===== src/rtl/id_ex_latch.sv =====
// ID/EX pipeline register: forward-resolved operand capture, load-use
// interlock (one bubble), memory-stall freeze and branch flush.
module id_ex_latch #(
  parameter int DATA_W = 16,
  parameter int ADDR_W = 4
) (
  input  logic              clk,
  input  logic              rst,
  input  logic [DATA_W-1:0] id_pc,
  input  logic [DATA_W-1:0] id_reg1_data,
  input  logic [DATA_W-1:0] id_reg2_data,
  input  logic [DATA_W-1:0] id_imm,
  input  logic [ADDR_W-1:0] id_reg1_addr,
  input  logic [ADDR_W-1:0] id_reg2_addr,
  input  logic [ADDR_W-1:0] id_wb_addr,
  input  logic              id_uses_reg1,
  input  logic              id_uses_reg2,
  input  logic [3:0]        id_alu_op,
  input  logic [2:0]        id_op1_mux_op,
  input  logic [2:0]        id_op2_mux_op,
  input  logic [2:0]        id_reg_op,
  input  logic [2:0]        id_wb_data_op,
  input  logic [1:0]        id_mem_op,
  input  logic              reg1_forward_enable,
  input  logic              reg2_forward_enable,
  input  logic [DATA_W-1:0] reg1_forward_data,
  input  logic [DATA_W-1:0] reg2_forward_data,
  input  logic              mem_stall,
  input  logic              flush,
  output logic [DATA_W-1:0] ie_pc,
  output logic [DATA_W-1:0] ie_reg1_data,
  output logic [DATA_W-1:0] ie_reg2_data,
  output logic [DATA_W-1:0] ie_imm,
  output logic [ADDR_W-1:0] ie_reg1_addr,
  output logic [ADDR_W-1:0] ie_reg2_addr,
  output logic [ADDR_W-1:0] ie_wb_addr,
  output logic [3:0]        ie_alu_op,
  output logic [2:0]        ie_op1_mux_op,
  output logic [2:0]        ie_op2_mux_op,
  output logic [2:0]        ie_reg_op,
  output logic [2:0]        ie_wb_data_op,
  output logic [1:0]        ie_mem_op,
  output logic              ie_valid,
  output logic              id_stall,
  output logic [15:0]       bubble_count,
  output logic              dbg_state
);

  typedef enum logic {RUN = 1'b0, LU_WAIT = 1'b1} state_t;

  localparam logic [2:0] REG_OP_REG = 3'd1;
  localparam logic [2:0] WB_OP_MEM  = 3'd2;

  state_t              r_state;
  logic [DATA_W-1:0]   r_pc, r_reg1_data, r_reg2_data, r_imm;
  logic [ADDR_W-1:0]   r_reg1_addr, r_reg2_addr, r_wb_addr;
  logic [3:0]          r_alu_op;
  logic [2:0]          r_op1_mux_op, r_op2_mux_op, r_reg_op, r_wb_data_op;
  logic [1:0]          r_mem_op;
  logic                r_valid;
  logic [15:0]         r_bubble_count;

  logic [DATA_W-1:0]   w_reg1_sel, w_reg2_sel;
  logic                w_ex_is_load, w_hz, w_lu_hit, w_bubble;
  state_t              w_state_nxt;

  assign w_reg1_sel = reg1_forward_enable ? reg1_forward_data : id_reg1_data;
  assign w_reg2_sel = reg2_forward_enable ? reg2_forward_data : id_reg2_data;

  // Hazard uses only registered EX fields and ID addresses: no path from forward_* to id_stall.
  assign w_ex_is_load = r_valid && (r_wb_data_op == WB_OP_MEM) && (r_reg_op == REG_OP_REG);
  assign w_hz = w_ex_is_load &&
                ((id_uses_reg1 && (id_reg1_addr == r_wb_addr)) ||
                 (id_uses_reg2 && (id_reg2_addr == r_wb_addr)));

  assign w_lu_hit    = (r_state == RUN) && w_hz && !flush;
  assign w_bubble    = flush || ((r_state == RUN) && w_hz);
  assign w_state_nxt = w_lu_hit ? LU_WAIT : RUN;

  assign id_stall = mem_stall || w_lu_hit;

  always_ff @(posedge clk or posedge rst) begin
    if (rst) begin
      r_state        <= RUN;
      r_pc           <= '0;
      r_reg1_data    <= '0;
      r_reg2_data    <= '0;
      r_imm          <= '0;
      r_reg1_addr    <= '0;
      r_reg2_addr    <= '0;
      r_wb_addr      <= '0;
      r_alu_op       <= '0;
      r_op1_mux_op   <= '0;
      r_op2_mux_op   <= '0;
      r_reg_op       <= '0;
      r_wb_data_op   <= '0;
      r_mem_op       <= '0;
      r_valid        <= 1'b0;
      r_bubble_count <= '0;
    end else if (!mem_stall) begin
      r_state <= w_state_nxt;
      if (w_bubble) begin
        r_pc           <= '0;
        r_reg1_data    <= '0;
        r_reg2_data    <= '0;
        r_imm          <= '0;
        r_reg1_addr    <= '0;
        r_reg2_addr    <= '0;
        r_wb_addr      <= '0;
        r_alu_op       <= '0;
        r_op1_mux_op   <= '0;
        r_op2_mux_op   <= '0;
        r_reg_op       <= '0;
        r_wb_data_op   <= '0;
        r_mem_op       <= '0;
        r_valid        <= 1'b0;
        r_bubble_count <= r_bubble_count + 16'd1;
      end else begin
        r_pc           <= id_pc;
        r_reg1_data    <= w_reg1_sel;
        r_reg2_data    <= w_reg2_sel;
        r_imm          <= id_imm;
        r_reg1_addr    <= id_reg1_addr;
        r_reg2_addr    <= id_reg2_addr;
        r_wb_addr      <= id_wb_addr;
        r_alu_op       <= id_alu_op;
        r_op1_mux_op   <= id_op1_mux_op;
        r_op2_mux_op   <= id_op2_mux_op;
        r_reg_op       <= id_reg_op;
        r_wb_data_op   <= id_wb_data_op;
        r_mem_op       <= id_mem_op;
        r_valid        <= 1'b1;
      end
    end
  end

  assign ie_pc         = r_pc;
  assign ie_reg1_data  = r_reg1_data;
  assign ie_reg2_data  = r_reg2_data;
  assign ie_imm        = r_imm;
  assign ie_reg1_addr  = r_reg1_addr;
  assign ie_reg2_addr  = r_reg2_addr;
  assign ie_wb_addr    = r_wb_addr;
  assign ie_alu_op     = r_alu_op;
  assign ie_op1_mux_op = r_op1_mux_op;
  assign ie_op2_mux_op = r_op2_mux_op;
  assign ie_reg_op     = r_reg_op;
  assign ie_wb_data_op = r_wb_data_op;
  assign ie_mem_op     = r_mem_op;
  assign ie_valid      = r_valid;
  assign bubble_count  = r_bubble_count;
  assign dbg_state     = r_state;

endmodule


===== config.mk =====
export PLATFORM = sky130hd
export DESIGN_NAME = id_ex_latch
export DESIGN_NICKNAME = d
export VERILOG_FILES = /design/src/rtl/id_ex_latch.sv
export SDC_FILE = /design/constraint.sdc
export NUM_CORES = 1
export LEC_CHECK = 0
export ABC_AREA = 1
export CAP_MARGIN = 40
export CORE_AREA = 2 2 108 131
export CTS_CLUSTER_DIAMETER = 30
export DETAILED_ROUTE_END_ITERATION = 10
export DIE_AREA = 0 0 110 133
export HOLD_SLACK_MARGIN = 0.15
export PLACE_DENSITY = 0.79
export REMOVE_ABC_BUFFERS = 1
export SLEW_MARGIN = 30
export SYNTH_ARGS = -nofsm -noshare
export SYNTH_HDL_FRONTEND = slang
export SYNTH_SLANG_ARGS = --single-unit

===== constraint.sdc =====
create_clock -name clk -period 4.8 [get_ports clk]
set_input_delay 0.96 -clock clk [delete_from_list [all_inputs] [get_ports clk]]
set_output_delay 0.96 -clock clk [all_outputs]
set_load 0.005 [all_outputs]

==> results.cfg <==
[status]
status = finished clean

[timing]
fin_skew_ps = 10.4
fin_setup_tns_ps = 0
final_max_slew_viol_count = 0
setup_violations = 0
rsz0062_at_grt = false
hold_violations = 0
relSlewSlack_pct = 52.0
tightest_slew_ps = 718
fin_crit_ps = 3620
clock.fmax_mhz = 276
fin_crit_sh_pct = 75.4
fin_hold_ws_ps = 480

[floorplan]
core_area_sq_um = 13500
die_x_microns = 110
row_count = 47
die_area_sq_um = 14600
ioPinCount = 247
fp.dieH_microns = 133
initial_core_util_pct = 40.7

[worst_setup_path]
critPathCaptureType = primary output
crit_buf_inv = 3
crit_path_start_kind = input pin
cp_num_cells = 10
critical_path_required_ps = 3840
path_class = input pin to primary output
crit_family = buffers and inverters
crit_arrival_ps = 2660
slowest_stage = clkdlybuf4s50_1
reg2reg_depth = 11
path_cells = clkdlybuf4s50_1 -> inv_1 -> nand2_1 -> nand2_1 -> nor2_1 -> nand3_1 -> nand2_2 -> nand2_4 -> o21ai_0 -> clkdlybuf4s50_1
crit_fanout = 3
slowest_delay_ps = 530

[drt]
postRouteWirelength_mm = 16.5
vias = 5314
route.detailed.drc = 0
wire_per_inst_microns = 16.0
dr_wl_met3_microns = 757
drt_first_pass_iters = 4
highest_layer = met4
via_per_inst = 5.15
wl_met2_mm = 8.34
ant_nets = 0
drtIter0Drc = 306
met1_length_mm = 6.89

[clocking]
cts.sinks = 112
cts-root-buf = clkbuf_16
cts_hold_buf = 0
cts_buffers = 9
path_clk_slew_ps = 70
insertion_delay_ps = 340
post_cts_resized = 0
cts_tree = done
cts_htree_levels = 3
cts_buffer_depth = 2
cts_setup_buffers = 0

[pwr]
leakage_nw = 3.89
p_int_w = 0.00170
seq_power_share_pct = 46.9
ir_drop_uv = 192
combPwrFrac_pct = 22.3
switchingPower_w = 0.000617
power_density_nw_per_um2 = 279
swShare_pct = 26.7
pwr-share-clk_pct = 30.9

[worst_hold_path]
hold_path_class = flip-flop to flip-flop
whs_path_depth = 2

[synthesis]
ys_ff_latch = 112
synth.distinct_cells = 23
synth.area.top_cells = dfrtp_1 51%, nand2_1 17%, nand4_1 11%
avgSynthCellArea_sq_um = 8.58
synth_top_area_share_pct = 51.1
synth_warnings = 0
synth_area_sq_um = 5480
yosysSeqAreaShare_pct = 51.1
synth_cells = 639
synth_area_leader_cell = dfrtp_1

[finish]
utilization_pct = 61.7
final_cell_mix = 253 x nand2_1, 245 x clkdlybuf4s50_1, 112 x dfrtp_1
final_common_cell = nand2_1
drive_gt1_share_pct = 8.01
syn_to_final_growth_pct = 51.6
n_antenna_cell = 0
fillers = 1142
nets = 992

[placement]
gp_congestion = 0.815
dp_hpwl_mm = 11.4
io_buffers = 246

[global_route]
grt_usage_pct = 22.7
grt_first_pass_wirelength_mm = 26.1
grt-ovfl-total = 0
antenna_found_initial = 0
grt_pass1_vias = 5040
grt_max_degree = 64

[job]
drv_cap = 0
area by class of cell:
cell class              count  area, sq um  area share (%)
inverters                  19         75.1           0.903
repair buffers            257         2590            31.1
multi-input cells         458         2350            28.3
clock buffers              10          239            2.88
flip-flops and latches    112         2800            33.7
well taps                 171          214            2.57
clock inverters             5         41.3           0.497
sequential cells by signal, summed over array words and instances (netlist names), 16 cells and up:
signal and cells:
ie_reg2_data 16, ie_pc 16, ie_imm 16, bubble_count 16, ie_reg1_data 16
per-layer routing:
metal / global-route usage (%) / vias up
met3: 3.10 / 38
met4: 10.1 / 0
met5: 0 / -
met1: 28.9 / 2556
li1: - / 2569
met2: 37.9 / 151
per-stage QoR:
step,area [sq um],std cells,setup slack (ps),power [W]
3_5_place_dp,8030,1017,1180,0.00162
5_1_grt,8310,1032,1090,0.00243
2_1_floorplan,5230,589,742,0.00127
3_3_place_gp,7980,1015,1200,0.00161
6_report,8310,1032,1180,0.00232
4_1_cts,8310,1032,1170,0.00234
synth_stat cells:
cell / count
buf_1: 5
buf_2: 11
buf_4: 1
buf_6: 7
clkbuf_1: 26
clkinv_1: 3
dfrtp_1: 112
ha_1: 1
inv_1: 14
inv_2: 2
mux2_2: 32
nand2_1: 253
nand2_2: 1
nand2_4: 3
nand3_1: 27
nand4_1: 97
nor2_1: 24
nor3_1: 1
nor3_2: 1
o21ai_0: 3
o21ai_1: 1
xnor2_1: 5
xor2_1: 9
worst paths after layout:
| check | start | to | slack (ps) |
|---|---|---|---|
| max reg2reg | ie_wb_addr[2] | ie_reg2_addr[3] | 2470 |
| max | id_reg1_addr[1] | id_stall | 1180 |
| min in group asynchronous | rst | ie_imm[6] | 1060 |
| max in group asynchronous | rst | ie_reg1_addr[3] | 2970 |
| min | ie_reg1_data[8] | ie_reg1_data[8] | 480 |
| min reg2reg | ie_reg1_data[8] | ie_reg1_data[8] | 480 |
worst reg2reg max path, stage by stage, from the launching register on:
cell	delay (ps)
dfrtp_1	430
nand2_1	80
clkinv_1	50
nor2_1	120
nor2_1	60
nand3_1	70
nand2_2	80
nand2_4	70
buf_4	380
buf_4	580
nand4_1	230
nand2_1	110
power by group through the flow:
stage	sequential [W]	clock, W	combinational, W
after CTS	0.00108	0.000735	0.000522
after global placement	0.00110	0	0.000506
after detailed placement	0.00110	0	0.000520
after floorplan	0.00110	0	0.000163
final	0.00109	0.000715	0.000515
after global routing	0.00110	0.000775	0.000560
logic make-up after synthesis:
| group | count (synthesis) | synth area share [%] |
|---|---|---|
| and+or+nand+nor | 407 | 33.5 |
| DFF | 112 | 51.1 |
| buffers and inverters | 69 | 6.00 |
| muxes | 32 | 6.57 |
| xor gates and xnor gates | 14 | 2.24 |
| AOI/OAI and AO/OA | 4 | 0.365 |
| adders and majority gates | 1 | 0.228 |
(Power assumes the default switching activity.)
